--- config.mk ---
export PLATFORM = sky130hd
export DESIGN_NAME = branch_predictor
export DESIGN_NICKNAME = d
export VERILOG_FILES = /design/src/rtl/branch_predictor.sv
export SDC_FILE = /design/constraint.sdc
export NUM_CORES = 2
export LEC_CHECK = 0
export BUFFER_PORTS_ARGS = -buffer_cell sky130_fd_sc_hd__buf_2
export CAP_MARGIN = 10
export CORE_MARGIN = 2
export CORE_UTILIZATION = 30
export DETAILED_ROUTE_END_ITERATION = 7
export PLACE_DENSITY = 0.56
export SKIP_CTS_REPAIR_TIMING = 1
export SLEW_MARGIN = 20
export SYNTH_ARGS = -nofsm -noshare
export SYNTH_HDL_FRONTEND = slang
export SYNTH_SLANG_ARGS = --single-unit
--- constraint.sdc ---
create_clock -name i_clk -period 20.2 [get_ports i_clk]
set_clock_uncertainty 0.05 [all_clocks]
set_input_delay 1.01 -clock i_clk [delete_from_list [all_inputs] [get_ports i_clk]]
set_output_delay 1.01 -clock i_clk [all_outputs]
set_load 0.1 [all_outputs]
--- src/rtl/branch_predictor.sv ---
// Dynamic branch predictor: direct-mapped BTB with per-entry saturating
// direction counters. Lookup for the IF stage is combinational; EX feeds
// back each resolved control instruction to train the table, raise the
// mispredict flag, supply the redirect PC and advance the statistics.
module branch_predictor #(
    parameter int ENTRIES   = 16,
    parameter int TAG_BITS  = 8,
    parameter int CTR_BITS  = 2,
    parameter int PRED_MODE = 1,
    parameter int CNT_W     = 32
) (
    input  logic             i_clk,
    input  logic             i_reset,
    input  logic [31:0]      i_pc_if,
    output logic             o_pred_taken,
    output logic [31:0]      o_pred_target,
    input  logic             i_upd_vld,
    input  logic [31:0]      i_upd_pc,
    input  logic             i_upd_taken,
    input  logic [31:0]      i_upd_target,
    input  logic             i_upd_pred_taken,
    input  logic [31:0]      i_upd_pred_target,
    input  logic             i_flush_tbl,
    output logic             o_mispred,
    output logic [31:0]      o_redirect_pc,
    output logic [CNT_W-1:0] o_br_cnt,
    output logic [CNT_W-1:0] o_mispred_cnt
);

    localparam int IDX_W  = $clog2(ENTRIES);
    localparam int TAG_LO = IDX_W + 2;
    localparam int TAG_HI = IDX_W + TAG_BITS + 1;
    localparam int WT_INT = 1 << (CTR_BITS - 1);
    localparam bit DYN    = (PRED_MODE != 0);

    // Weakly taken = MSB set, rest clear; weakly not-taken = MSB clear, rest set.
    localparam logic [CTR_BITS-1:0] CTR_WT  = CTR_BITS'(WT_INT);
    localparam logic [CTR_BITS-1:0] CTR_WNT = CTR_BITS'(WT_INT - 1);
    localparam logic [CTR_BITS-1:0] CTR_MAX = '1;
    localparam logic [CTR_BITS-1:0] CTR_MIN = '0;

    // Table storage
    logic                valid_reg  [ENTRIES];
    logic [TAG_BITS-1:0] tag_reg    [ENTRIES];
    logic [31:0]         target_reg [ENTRIES];
    logic [CTR_BITS-1:0] ctr_reg    [ENTRIES];

    logic [CNT_W-1:0]    br_cnt_reg;
    logic [CNT_W-1:0]    mispred_cnt_reg;

    // Fetch-side lookup fields
    logic [IDX_W-1:0]    idx_if;
    logic [TAG_BITS-1:0] tag_if;
    logic                hit_if;
    logic                pred_taken_raw;

    // Resolve-side fields
    logic [IDX_W-1:0]    idx_upd;
    logic [TAG_BITS-1:0] tag_upd;
    logic                hit_upd;
    logic                mispred_raw;

    assign idx_if  = i_pc_if[IDX_W+1:2];
    assign tag_if  = i_pc_if[TAG_HI:TAG_LO];
    assign idx_upd = i_upd_pc[IDX_W+1:2];
    assign tag_upd = i_upd_pc[TAG_HI:TAG_LO];

    // Lookup reads the pre-update table contents; writes land on the next edge.
    always_comb begin
        hit_if         = valid_reg[idx_if] && (tag_reg[idx_if] == tag_if);
        pred_taken_raw = DYN && hit_if && ctr_reg[idx_if][CTR_BITS-1];
        hit_upd        = valid_reg[idx_upd] && (tag_reg[idx_upd] == tag_upd);
    end

    // Outcome differs from what travelled down the pipe: wrong direction,
    // or taken with a wrong target (e.g. jalr to a new address).
    always_comb begin
        mispred_raw = i_upd_vld &&
                      ((i_upd_taken != i_upd_pred_taken) ||
                       (i_upd_taken && (i_upd_target != i_upd_pred_target)));
    end

    // Reset masks the flags combinationally so the flush logic sees a quiet pipe.
    assign o_pred_taken  = pred_taken_raw && !i_reset;
    assign o_pred_target = o_pred_taken ? target_reg[idx_if] : (i_pc_if + 32'd4);
    assign o_mispred     = mispred_raw && !i_reset;
    assign o_redirect_pc = i_upd_taken ? i_upd_target : (i_upd_pc + 32'd4);
    assign o_br_cnt      = br_cnt_reg;
    assign o_mispred_cnt = mispred_cnt_reg;

    // Table training: flush beats update; hits move the counter, taken misses allocate.
    always_ff @(posedge i_clk or posedge i_reset) begin
        if (i_reset) begin
            for (int i = 0; i < ENTRIES; i++) begin
                valid_reg[i]  <= 1'b0;
                tag_reg[i]    <= '0;
                target_reg[i] <= '0;
                ctr_reg[i]    <= CTR_WNT;
            end
        end else if (DYN && i_flush_tbl) begin
            for (int i = 0; i < ENTRIES; i++) begin
                valid_reg[i] <= 1'b0;
            end
        end else if (DYN && i_upd_vld) begin
            if (hit_upd) begin
                if (i_upd_taken) begin
                    if (ctr_reg[idx_upd] != CTR_MAX) begin
                        ctr_reg[idx_upd] <= ctr_reg[idx_upd] + 1'b1;
                    end
                    target_reg[idx_upd] <= i_upd_target;
                end else if (ctr_reg[idx_upd] != CTR_MIN) begin
                    ctr_reg[idx_upd] <= ctr_reg[idx_upd] - 1'b1;
                end
            end else if (i_upd_taken) begin
                valid_reg[idx_upd]  <= 1'b1;
                tag_reg[idx_upd]    <= tag_upd;
                target_reg[idx_upd] <= i_upd_target;
                ctr_reg[idx_upd]    <= CTR_WT;
            end
        end
    end

    // Statistics count every resolved instruction, independent of mode and flush.
    always_ff @(posedge i_clk or posedge i_reset) begin
        if (i_reset) begin
            br_cnt_reg      <= '0;
            mispred_cnt_reg <= '0;
        end else if (i_upd_vld) begin
            br_cnt_reg <= br_cnt_reg + 1'b1;
            if (mispred_raw) begin
                mispred_cnt_reg <= mispred_cnt_reg + 1'b1;
            end
        end
    end

endmodule
==> flow_metrics.py <==
metrics = {
    "synth": {
        "syn_area_um2": 37600,
        "ys.flop_type": "dfrtp_1",
        "avgSynthCellArea_um2": 14.4,
        "netlist_instances": 2621,
        "synth_edf_count": 0,
        "synth_warnings": 0,
        "ys_ff_latch": 752,
        "postSynthNetCount": 2764,
        "async_flop_share_pct": 100,
        "ys_seq_area_share_pct": 50.1,
        "synthDistinctLibCells": 56,
    },
    "power_and_ir_drop": {
        "p_leak_nw": 19.5,
        "peakVddDrop_v": 0.0000760,
        "power_density_nw_per_um2": 94.9,
    },
    "route": {
        "routed_wl_mm": 114,
        "drtIter0Drc": 1838,
        "drc": 0,
        "avgViaCountPerCell": 5.21,
        "wl_per_cell_um": 25.4,
        "first_pass_iters": 7,
        "vias": 23400,
        "antenna_left": 0,
    },
    "placed_design": {
        "dpl.hpwl_mm": 72.0,
        "place.port_buffers": 263,
        "gp_congestion": 0.846,
    },
    "worst_setup_path": {
        "crit_chain": "buf_8 > buf_4 > mux4_2 > mux4_2 > xnor2_1 > nand4_1 > nor4_1 > and4_4 > nand2_1 > o21ai_0 > buf_2",
        "criticalPathCategory": "input port to output pin",
        "critical_path_buf_inv_count": 3,
        "critPathTopFamily": "buffers and inverters",
        "arrival_ns": 6.08,
        "crit_slowest_cell": "buf_4",
        "worstPathMaxFanout": 85,
        "endpoint_kind": "output pin",
        "crit_top_cell": "mux4_2",
        "cp-start-kind": "input port",
        "worstRegToRegCells": 9,
        "cp.depth": 11,
        "max_stage_delay_ns": 0.94,
        "critPathRequiredTime_ns": 19.14,
    },
    "die": {
        "die_x_um": 358,
        "core_area_um2": 124000,
        "start_util_pct": 30.3,
        "pin_count": 264,
        "die_y_um": 358,
        "die_area_um2": 128000,
        "num_rows": 129,
    },
    "worst_hold_path": {
        "hp-class": "input port to asynchronous set/reset pin",
    },
    "clock_network": {
        "clk_pin_slew_ns": 0.06,
        "cts_tree": "built",
        "h-tree-depth": 3,
        "numClockSinks": 752,
        "cts_buffers": 84,
        "cts_root_buf": "clkbuf_16",
        "clk_latency_ns": 0.67,
        "clockBufferDepth": 3,
    },
    "sta": {
        "setup_tns_ns": 0,
        "finalHoldViolCount": 0,
        "fin_crit_ns": 7.14,
        "finalSetupViolations": 0,
        "worstMarginPinSlew_ns": 1.05,
        "slew_headroom_pct": 29.8,
        "clock.fmax_ghz": 0.140,
        "min_period_over_period_pct": 35.3,
        "rsz0062_at_grt": "false",
        "drv_slew": 0,
    },
    "finish": {
        "drive_above_1_share_pct": 49.9,
        "final_cell_mix": "dfrtp_1, mux2_2, buf_2, mux4_2, nand2_1",
        "post-route-util_pct": 34.9,
        "final_nets": 2927,
        "fill_cells": 12100,
        "largest_register_ffs": 512,
        "final_common_cell": "dfrtp_1",
        "area.growth.synth_to_final_pct": 15.1,
    },
    "global_routing": {
        "overflow": 0,
        "grt_pass1_vias": 24100,
        "grt_pass1_wl_mm": 169,
        "grtUsageTotal_pct": 17.9,
        "grt_max_degree": 136,
        "antenna_found_initial": 12,
    },
    "outcome": {
        "outcome": "finished clean",
    },
    "flow_run": {
        "maxCapViolations": 0,
    },
}
kinds of logic after synthesis:
family | after synthesis | share of synthesized area, %
AOI/OAI and AO/OA | 126 | 2.10
xor gates and xnor gates | 164 | 3.82
adders and majority gates | 9 | 0.299
buffers and inverters | 260 | 2.86
DFF | 752 | 50.1
muxes | 949 | 35.6
and+or+nand+nor | 361 | 5.28
worst paths after layout:
kind	end	slack, ns	startpoint
min in group i_clk	o_mispred_cnt[31]	0.41	o_mispred_cnt[31]
worst min-delay path	target_reg[448]	0.40	i_reset
max in group asynchronous	target_reg[215]	16.01	i_reset
worst min register to register	o_mispred_cnt[31]	0.41	o_mispred_cnt[31]
worst max-delay path	o_pred_target[31]	13.06	i_pc_if[2]
worst max register to register	ctr_reg[20]	16.43	tag_reg[47]
worst register-to-register path: stages, from the launching register on:
cell and delay, ns:
dfrtp_1 0.40, mux4_2 0.47, mux4_2 0.50, xor2_1 0.16
a31oi_1 0.37, o2111ai_1 0.20, buf_4 0.24, nand2b_4 0.42
nor2_2 0.63, mux2_2 0.28
per-layer routing:
layer	GRT usage, %	vias up	wire length, um
li1	-	9983	-
met1	26.2	12600	54000
met2	26.7	638	50500
met3	4.07	148	7170
met4	4.41	12	2460
met5	0	-	76
report_power, final:
group	switching [mW]	internal, mW	total, mW
Sequential	0.113	1.70	1.81
Clock	0.655	0.919	1.57
Combinational	0.414	0.313	0.727
synthesized netlist by cell type, types with 6 or more instances:
cell / count / area share [%]
buf_2: 35 / 0.47
mux2_1: 12 / 0.36
buf_1: 31 / 0.31
nor4_1: 13 / 0.22
and4_1: 18 / 0.42
clkbuf_1: 153 / 1.5
dfrtp_1: 736 / 49
dfstp_2: 16 / 1.1
nand3_1: 50 / 0.67
ha_1: 9 / 0.30
nand3_4: 10 / 0.47
a22oi_1: 7 / 0.14
and2_1: 12 / 0.20
inv_1: 31 / 0.31
mux2i_1: 24 / 0.64
xor2_1: 87 / 2.0
nand2_1: 136 / 1.4
mux2_2: 671 / 20
nand4_1: 25 / 0.42
nor2b_1: 7 / 0.12
o21ai_0: 86 / 1.1
and3_1: 28 / 0.47
xnor2_1: 77 / 1.8
mux4_2: 242 / 14
nor2_1: 36 / 0.36
nand2_4: 6 / 0.18
per-stage QoR:
stage | std cells | area [um^2] | hold WS [ns] | setup WS [ns] | power [mW]
floorplan | 2621 | 37600 | 0.424 | 5.56 | 2.37
global placement | 4335 | 40500 | 0.403 | 13.07 | 2.56
detailed placement | 4335 | 40500 | 0.403 | 13.06 | 2.57
CTS | 4488 | 43300 | 0.356 | 13.01 | 4.16
global route | 4488 | 43300 | 0.375 | 12.66 | 4.28
finish | 4489 | 43300 | 0.397 | 13.06 | 4.11
layout make-up:
class / count / area, um^2 / share of cell area [%]
antenna: 1 / 2.50 / 0.00578
clock buffer: 122 / 2470 / 5.71
clock inverter: 31 / 362 / 0.835
inverter: 31 / 120 / 0.277
multi-input combinational: 1609 / 17800 / 41.1
sequential: 752 / 18800 / 43.5
tap: 1637 / 2050 / 4.73
timing repair buffer: 306 / 1690 / 3.89
(Power assumes the default switching activity.)
